### config.mk
export PLATFORM = sky130hd
export DESIGN_NAME = dmem_responder
export DESIGN_NICKNAME = d
export VERILOG_FILES = /design/src/rtl/dmem_responder_pkg.sv /design/src/rtl/dmem_array.sv /design/src/rtl/dmem_responder.sv
export SDC_FILE = /design/constraint.sdc
export NUM_CORES = 2
export LEC_CHECK = 0
export CAP_MARGIN = 20
export CORE_MARGIN = 2
export CORE_UTILIZATION = 30
export CTS_BUF_LIST = sky130_fd_sc_hd__clkbuf_8
export CTS_CLUSTER_SIZE = 25
export DETAILED_ROUTE_END_ITERATION = 12
export GPL_TIMING_DRIVEN = 0
export SYNTH_ARGS = -nofsm -noshare
export SYNTH_HDL_FRONTEND = slang
export SYNTH_SLANG_ARGS = --single-unit
### constraint.sdc
create_clock -name clock -period 4.1 [get_ports clock]
set_input_delay 0.41 -clock clock [delete_from_list [all_inputs] [get_ports clock]]
set_output_delay 0.41 -clock clock [all_outputs]
set_load 0.005 [all_outputs]
### src/rtl/dmem_responder_pkg.sv
// Shared types and constants for the data-memory responder.
// The state encoding and index-width helper are used by the FSM and by the storage array.
package dmem_responder_pkg;

    typedef enum logic [1:0] {
        ST_IDLE = 2'd0,
        ST_WAIT = 2'd1,
        ST_RESP = 2'd2
    } state_t;

    localparam int MAX_LATENCY = 15;
    localparam int CNT_WIDTH   = 4;

    function automatic int idx_width(input int depth);
        return $clog2(depth);
    endfunction

endpackage

### src/rtl/dmem_array.sv
// Word storage for the responder: synchronous write, combinational read.
// Contents are deliberately left out of reset.
module dmem_array
    import dmem_responder_pkg::*;
#(
    parameter int WIDTH = 16,
    parameter int DEPTH = 256
) (
    input  logic                        clock,
    input  logic                        we,
    input  logic [idx_width(DEPTH)-1:0] index,
    input  logic [WIDTH-1:0]            wdata,
    output logic [WIDTH-1:0]            rdata
);

    logic [WIDTH-1:0] mem_r [DEPTH];

    // Store port: one word written on the commit edge
    always_ff @(posedge clock) begin
        if (we) begin
            mem_r[index] <= wdata;
        end
    end

    assign rdata = mem_r[index];

endmodule

### src/rtl/dmem_responder.sv
// Data-memory responder: accepts one load/store at a time, inserts LATENCY-1 wait
// states, commits the access on the edge that enters RESP and holds the response.
module dmem_responder
    import dmem_responder_pkg::*;
#(
    parameter int WIDTH   = 16,
    parameter int DEPTH   = 256,
    parameter int LATENCY = 2
) (
    input  logic             clock,
    input  logic             reset,
    input  logic             req_valid,
    output logic             req_ready,
    input  logic             req_write,
    input  logic [WIDTH-1:0] req_addr,
    input  logic [WIDTH-1:0] req_wdata,
    output logic             rsp_valid,
    input  logic             rsp_ready,
    output logic [WIDTH-1:0] rsp_rdata,
    output logic             rsp_err,
    output logic             busy
);

    localparam int                   IDX_W  = idx_width(DEPTH);
    localparam logic [CNT_WIDTH-1:0] LAT_M1 = CNT_WIDTH'(LATENCY - 1);

    state_t               state_r, state_s;
    logic [CNT_WIDTH-1:0] cnt_r, cnt_s;
    logic                 lat_write_r, lat_write_s;
    logic [WIDTH-1:0]     lat_addr_r, lat_addr_s;
    logic [WIDTH-1:0]     lat_wdata_r, lat_wdata_s;
    logic                 rsp_valid_r, busy_r, rsp_err_r, rsp_err_s;
    logic [WIDTH-1:0]     rsp_rdata_r, rsp_rdata_s;
    logic                 req_ready_s, accept_s, commit_s, commit_write_s, commit_oor_s, we_s;
    logic [WIDTH-1:0]     commit_addr_s, commit_wdata_s, mem_rdata_s;

    dmem_array #(.WIDTH(WIDTH), .DEPTH(DEPTH)) u_array (
        .clock (clock),
        .we    (we_s),
        .index (commit_addr_s[IDX_W-1:0]),
        .wdata (commit_wdata_s),
        .rdata (mem_rdata_s)
    );

    // Next-state, request latch and access-commit decode
    always_comb begin
        state_s        = state_r;
        cnt_s          = cnt_r;
        lat_write_s    = lat_write_r;
        lat_addr_s     = lat_addr_r;
        lat_wdata_s    = lat_wdata_r;
        commit_s       = 1'b0;
        commit_write_s = lat_write_r;
        commit_addr_s  = lat_addr_r;
        commit_wdata_s = lat_wdata_r;
        req_ready_s    = reset & ((state_r == ST_IDLE) | ((state_r == ST_RESP) & rsp_ready));
        accept_s       = req_valid & req_ready_s;

        case (state_r)
            ST_IDLE: state_s = ST_IDLE;
            ST_WAIT: begin
                cnt_s = cnt_r - 4'd1;
                if (cnt_r == 4'd1) begin
                    state_s  = ST_RESP;
                    commit_s = 1'b1;
                end else begin
                    state_s = ST_WAIT;
                end
            end
            ST_RESP: begin
                if (rsp_ready) begin
                    state_s = ST_IDLE;
                end else begin
                    state_s = ST_RESP;
                end
            end
            default: state_s = ST_IDLE;
        endcase

        // A new request overrides the idle/exit decision; single-cycle latency commits it at once
        if (accept_s) begin
            lat_write_s = req_write;
            lat_addr_s  = req_addr;
            lat_wdata_s = req_wdata;
            cnt_s       = LAT_M1;
            if (LATENCY == 1) begin
                state_s        = ST_RESP;
                commit_s       = 1'b1;
                commit_write_s = req_write;
                commit_addr_s  = req_addr;
                commit_wdata_s = req_wdata;
            end else begin
                state_s = ST_WAIT;
            end
        end else begin
            lat_write_s = lat_write_r;
        end

        commit_oor_s = (IDX_W < WIDTH) ? (|(commit_addr_s >> IDX_W)) : 1'b0;
        we_s         = commit_s & commit_write_s & ~commit_oor_s;

        rsp_rdata_s = rsp_rdata_r;
        rsp_err_s   = rsp_err_r;
        if (commit_s) begin
            rsp_err_s = commit_oor_s;
            if (commit_oor_s) begin
                rsp_rdata_s = '0;
            end else if (commit_write_s) begin
                rsp_rdata_s = commit_wdata_s;
            end else begin
                rsp_rdata_s = mem_rdata_s;
            end
        end else begin
            rsp_err_s = rsp_err_r;
        end
    end

    // State, counter, latched request and response registers
    always_ff @(posedge clock or negedge reset) begin
        if (!reset) begin
            state_r     <= ST_IDLE;
            cnt_r       <= '0;
            lat_write_r <= 1'b0;
            lat_addr_r  <= '0;
            lat_wdata_r <= '0;
            rsp_valid_r <= 1'b0;
            busy_r      <= 1'b0;
            rsp_rdata_r <= '0;
            rsp_err_r   <= 1'b0;
        end else begin
            state_r     <= state_s;
            cnt_r       <= cnt_s;
            lat_write_r <= lat_write_s;
            lat_addr_r  <= lat_addr_s;
            lat_wdata_r <= lat_wdata_s;
            rsp_valid_r <= (state_s == ST_RESP);
            busy_r      <= (state_s != ST_IDLE);
            rsp_rdata_r <= rsp_rdata_s;
            rsp_err_r   <= rsp_err_s;
        end
    end

    assign req_ready = req_ready_s;
    assign rsp_valid = rsp_valid_r;
    assign rsp_rdata = rsp_rdata_r;
    assign rsp_err   = rsp_err_r;
    assign busy      = busy_r;

endmodule

Yosys cells after proc, flatten, opt, wreduce, memory -nomap -nowiden
Memories as Yosys holds them, arrays and structs flattened.
Index checks and enable logic that the tools add are counted.

cells by class
  add/subtract/negate cells = 1
  eq/ne operators = 4
  muxes and demuxes = 12
  bitwise logic cells = 7
  reduce and logical (&&, ||, !) cells = 4

operators with widths
  cell                 number
  $mux 16              2
  $mux 4               2
  $reduce_or 8->1      1
  $mux 2               3
  $and 1x1->1          5
  $eq 2x2->1 const B   2
  $eq 4x1->1 const B   1
  $mux 1               4
  $pmux 2 s2           1
  $reduce_bool 2->1    2
  $sub 4x1->4 const B  1
  $eq 2x1->1 const B   1
  $logic_not 2->1      1
  $not 1->1            1
  $or 1x1->1           1

storage, ports and cells
  flip-flop bits (word level) = 58
  RAM bits = 4,096
  input bits = 37
  memories = 1

memories
  name           words  bits a word  rd ports  clocked after Yosys merged registers in  write ports  line              text
  u_array.mem_r  256    16           1         0                                        1            dmem_array.sv:16  logic [WIDTH-1:0] mem_r [DEPTH];

Logic depth before layout (Yosys ltp)
  depth in word-level cells = 7
  depth in mapped cells = 11
  gate-level depth less buffers = 8

Cells and area by module
From an unflattened synthesis, not the netlist that was laid out.

unflattened totals
  cell total of the unflattened synthesis = 6,901
  area total of the unflattened synthesis = 157,658.7 µm²

modules (own cells, without submodules)
  module          instances  cells an instance  area an instance (µm²)  seq. area each (µm²)
  dmem_array      1          6,711              155,078.7               122,998.0
  dmem_responder  1          190                2,580.0                 1,451.4

Least setup slack after synthesis
No wires, ideal clock.

  path kind = register to register
  start = register lat_wdata_r[10] (netlist: commit_wdata_s[10])
  end = memory u_array.mem_r[0][10], data pin
  setup time = 805 ps
  arrival time = 3,192 ps
  data required time = 3,295 ps
  setup slack = 102 ps
  cell stages (with the launch flop) = 1
  clock period less this slack = 3,998 ps
  cell sequence = dfrtp_1

RTL lines
  item                      line                   text
  start: declaration        dmem_responder.sv:31   logic [WIDTH-1:0] lat_wdata_r, lat_wdata_s;
  start signal: assignment  dmem_responder.sv:135  lat_wdata_r <= lat_wdata_s;
  end: declaration          dmem_array.sv:16

No word-level cell before the write port.

Worst setup path after layout
  start = register lat_addr_r[1] (netlist: commit_addr_s[1])
  end = register rsp_rdata_r[8] (netlist: rsp_rdata[8])

between the ends
  word-level cells in the longest chain between the ends = 3

ends and longest elaborated chain
  item                      line                   text
  start: declaration        dmem_responder.sv:30   logic [WIDTH-1:0] lat_addr_r, lat_addr_s;
  start signal: assignment  dmem_responder.sv:134  lat_addr_r <= lat_addr_s;
  $mem_v2 256x16            --
  $mux 16                   dmem_responder.sv:108  end else if (commit_write_s) begin
  $mux 16                   dmem_responder.sv:106  if (commit_oor_s) begin
  end signal: assignment    dmem_responder.sv:138  rsp_rdata_r <= rsp_rdata_s;
  end: declaration          dmem_responder.sv:33   logic [WIDTH-1:0] rsp_rdata_r, rsp_rdata_s;

No other way between the ends.
A chain may end at the register's enable or synchronous reset.

==> impl_metrics.csv <==
group,metric,value,unit
floorplanning,io_pins,57,
critical_path,critical_path_arrival,5400,ps
sta,fin_ws,-180,ps
synth,synth-compound-area-share,3.62,%
place,dp_hpwl,344000,um
clocking,clock_latency,1260,ps
outcome,violations,"setup timing",
synth,synth_top_cell_area_share,78.1,%
clocking,htree_levels,6,
clocking,clock_tree.root_cell,"clkbuf_8",
global_route,grt_first_pass_wirelength,677000,um
synth,ys_warn_count,0,
pwr,powerDensity,720,mW/mm^2
synth,synth_seq_cells,4154,
final_layout,drive_gt1_share,35.6,%
synth,netlist_area,0.157,mm^2
routing,drtPass1Iterations,9,
floorplanning,die_w,728,um
clocking,cts_max_path_buffers,4,
synth,syn-num-nets,6996,
final_layout,nets,8143,
synth,synthMuxAreaShare,14.7,%
sta,slew_headroom,20.1,%
synth,yosys.area_share.xor_xnor,0.0167,%
routing,wl,502000,um
critical_path,crit_required,5220,ps
sta,fin_crit,4280,ps
routing,avgRoutedWirePerCell,32.1,um
pwr,leakage,58.7,nW
critical_path,crit_path_end_kind,"flop",
floorplanning,die_y,728,um
synth,yosys.area.top_type,"edfxtp_1",
place,port_buffers,56,
place,place_ws,-2210,ps
synth,ys_dominant_reg_cell,"edfxtp_1",
worst_hold_path,hold_path.class,"in -> reg",
synth,yosys.area_share.simple,1.34,%
clocking,cts_made_buffers,665,
floorplanning,initial_core_util,30.1,%
sta,worst_pin_slew,1190,ps
critical_path,timing_worst_setup_path_type,"reg -> reg",
sta,hold_ws,280,ps
synth,synth_fa_ha_area_share,0.0397,%
critical_path,cp_max_fo,10,
clocking,cts_sinks,4154,
sta,setup_violations,121,
synth,ys_seq_area_share,79.0,%
synth,synth_top_family_by_area,"multiplexers",
sta,fin_skew,79.1,ps
global_route,grt_max_degree,93,
routing,vias_per_cell,5.32,
job,drv_cap,0,
synth,synth_cell_type_count,36,
critical_path,crit_path_start_kind,"flop",
final_layout,stdcell_count,15600,
sta,max_freq,0.234,GHz
sta,drv_slew,0,
global_route,grt-ovfl-total,0,
clocking,cts_tree,"yes",
routing,postRouteAntennaNets,0,
synth,synthCells,6954,
final_layout,num-fill-cells,47600,
place,dp.cells,14300,
synth,async_flop_share,1.40,%
sta,hold_viol_final,0,
place,place_congestion,0.947,
global_route,track_usage,18.3,%
global_route,grt_pass1_vias,82800,
final_layout,synthToLayoutAreaGrowth,20.5,%
pwr,ir_worst_vdd,0.000686,V
outcome,status,"complete, but fails checks",
final_layout,final_common_cell,"edfxtp_1",
floorplanning,placementRows,266,
floorplanning,core,0.524,mm^2
final_layout,final_core_util,36.2,%
routing,vias,83100,
routing,drc,0,
routing,drt_iter0_drc,12900,
sta,rsz0062_at_grt,"yes",
clocking,path_clk_slew,60,ps
synth,synth_edf_count,4096,
floorplanning,die_area,0.531,mm^2
final_layout,final_cell_mix,"4096 x edfxtp_1, 1026 x mux4_2, 688 x clkbuf_8",
pwr,totalPowerFinal,0.137,W
sta,period_share,104,%
synth,synthTopCellsByArea,"edfxtp_1 78%, mux4_2 15%, a22oi_1 2.4%",
synth,syn_avg_cell_area,22.6,um^2
global_route,antenna_found_initial,32,
## timing repair
item / 4_1_cts / 5_1_grt
hold endpoints to repair: 95 / 0
gates cloned: 0 / 0
pin swaps: 47 / 39
endpoints found under the setup margin: 4112 / 2320
setup buffers: 41 / 18
gates resized for setup: 590 / 265
hold buffers: 38 / 0
## cell families (layout without fill, tap and decap cells)
group / after synthesis / count (layout)
other: 0 / 23
adder cells (fa/ha/maj): 5 / 5
AO/OA/AOI/OAI: 829 / 829
XOR/XNOR: 3 / 3
flip-flops: 4154 / 4154
buffers and inverters: 436 / 2106
multiplexers: 1027 / 1027
AND/OR/NAND/NOR: 500 / 500
## path summary, 6_finish.rpt
kind                                  start            endpoint  slack (ps)  cells after the start
setup / recovery           commit_addr_s[1]        rsp_rdata[8]        -180                     12
hold / removal                req_wdata[13]  commit_wdata_s[13]         280                      4
max in group asynchronous             reset   commit_wdata_s[3]        2940                      4
min in group asynchronous             reset  commit_wdata_s[13]         380                      3
hold reg to reg            commit_addr_s[9]    commit_addr_s[9]         490                      2
setup reg to reg           commit_addr_s[1]        rsp_rdata[8]        -180                     12
## through the flow
stage	cell area (um^2)	setup TNS, ps
after floorplan	157000	0
after detailed placement	173000	-4134050
after CTS	189000	-19980
after global routing	190000	-432
after global placement	167000	-
final	190000	-3500
## Yosys cell counts (2+ instances only)
cell      number
nand2_1      137
nor3_1         3
nand2b_1       4
nand3_1        6
nor2b_1        9
a221o_1       15
a22o_1         5
o41ai_1       45
nor2_1       283
clkbuf_1     269
ha_1           5
dfrtp_1       58
o22ai_1        2
a21oi_1      252
nand4b_1      15
buf_6         24
and2_1         4
inv_1          6
buf_4         16
nor4_1        19
buf_2         81
mux4_2      1026
a211oi_1       3
edfxtp_1    4096
and3_1        17
a221oi_1       5
a22oi_1      499
xnor2_1        2
buf_1         40
nor4b_1        2
## per-layer routing
layer | vias to the layer above | part of all wire (%) | GRT usage, %
li1 | 32300 | - | -
met1 | 44500 | 37 | 24.0
met2 | 5347 | 45 | 27.7
met3 | 941 | 12 | 5.85
met4 | 22 | 5.2 | 8.76
met5 | - | 0.070 | 0
## registers in the layout, indices dropped and copies added, names as in the netlist
signal	count
rsp_err	1
state_r	2
cnt_r	4
commit_wdata_s	16
busy	1
rsp_valid	1
commit_write_s	1
commit_addr_s	16
rsp_rdata	16
u_array.mem_r	4096
## area by class of cell
class	count	area [um^2]	area share, %
antenna	23	57.6	0.0303
buffer	427	2940	1.55
clock buffer	674	9280	4.89
clock inverter	516	2780	1.46
inverter	6	22.5	0.0119
multi-input combinational	2364	33700	17.8
sequential	4154	125000	65.6
tap	6968	8720	4.59
timing repair buffer	483	7710	4.07
## critical path, cell delays in order, from the launching register on
cell,delay (ps)
dfrtp_1,330
buf_4,190
buf_12,200
buf_16,190
clkbuf_8,210
buf_12,180
buf_6,240
mux4_2,340
a22oi_2,350
a21oi_4,210
o41ai_4,580
nand4b_1,510
a221o_1,470
## report_power, final
part / switching, W / internal, W / leakage (nW)
combinational: 0.0329 / 0.0160 / 14.0
clock: 0.0167 / 0.0163 / 6.88
sequential: 0.00160 / 0.0531 / 37.9
total: 0.0512 / 0.0854 / 58.7
Power figures use the tool's default switching activity.
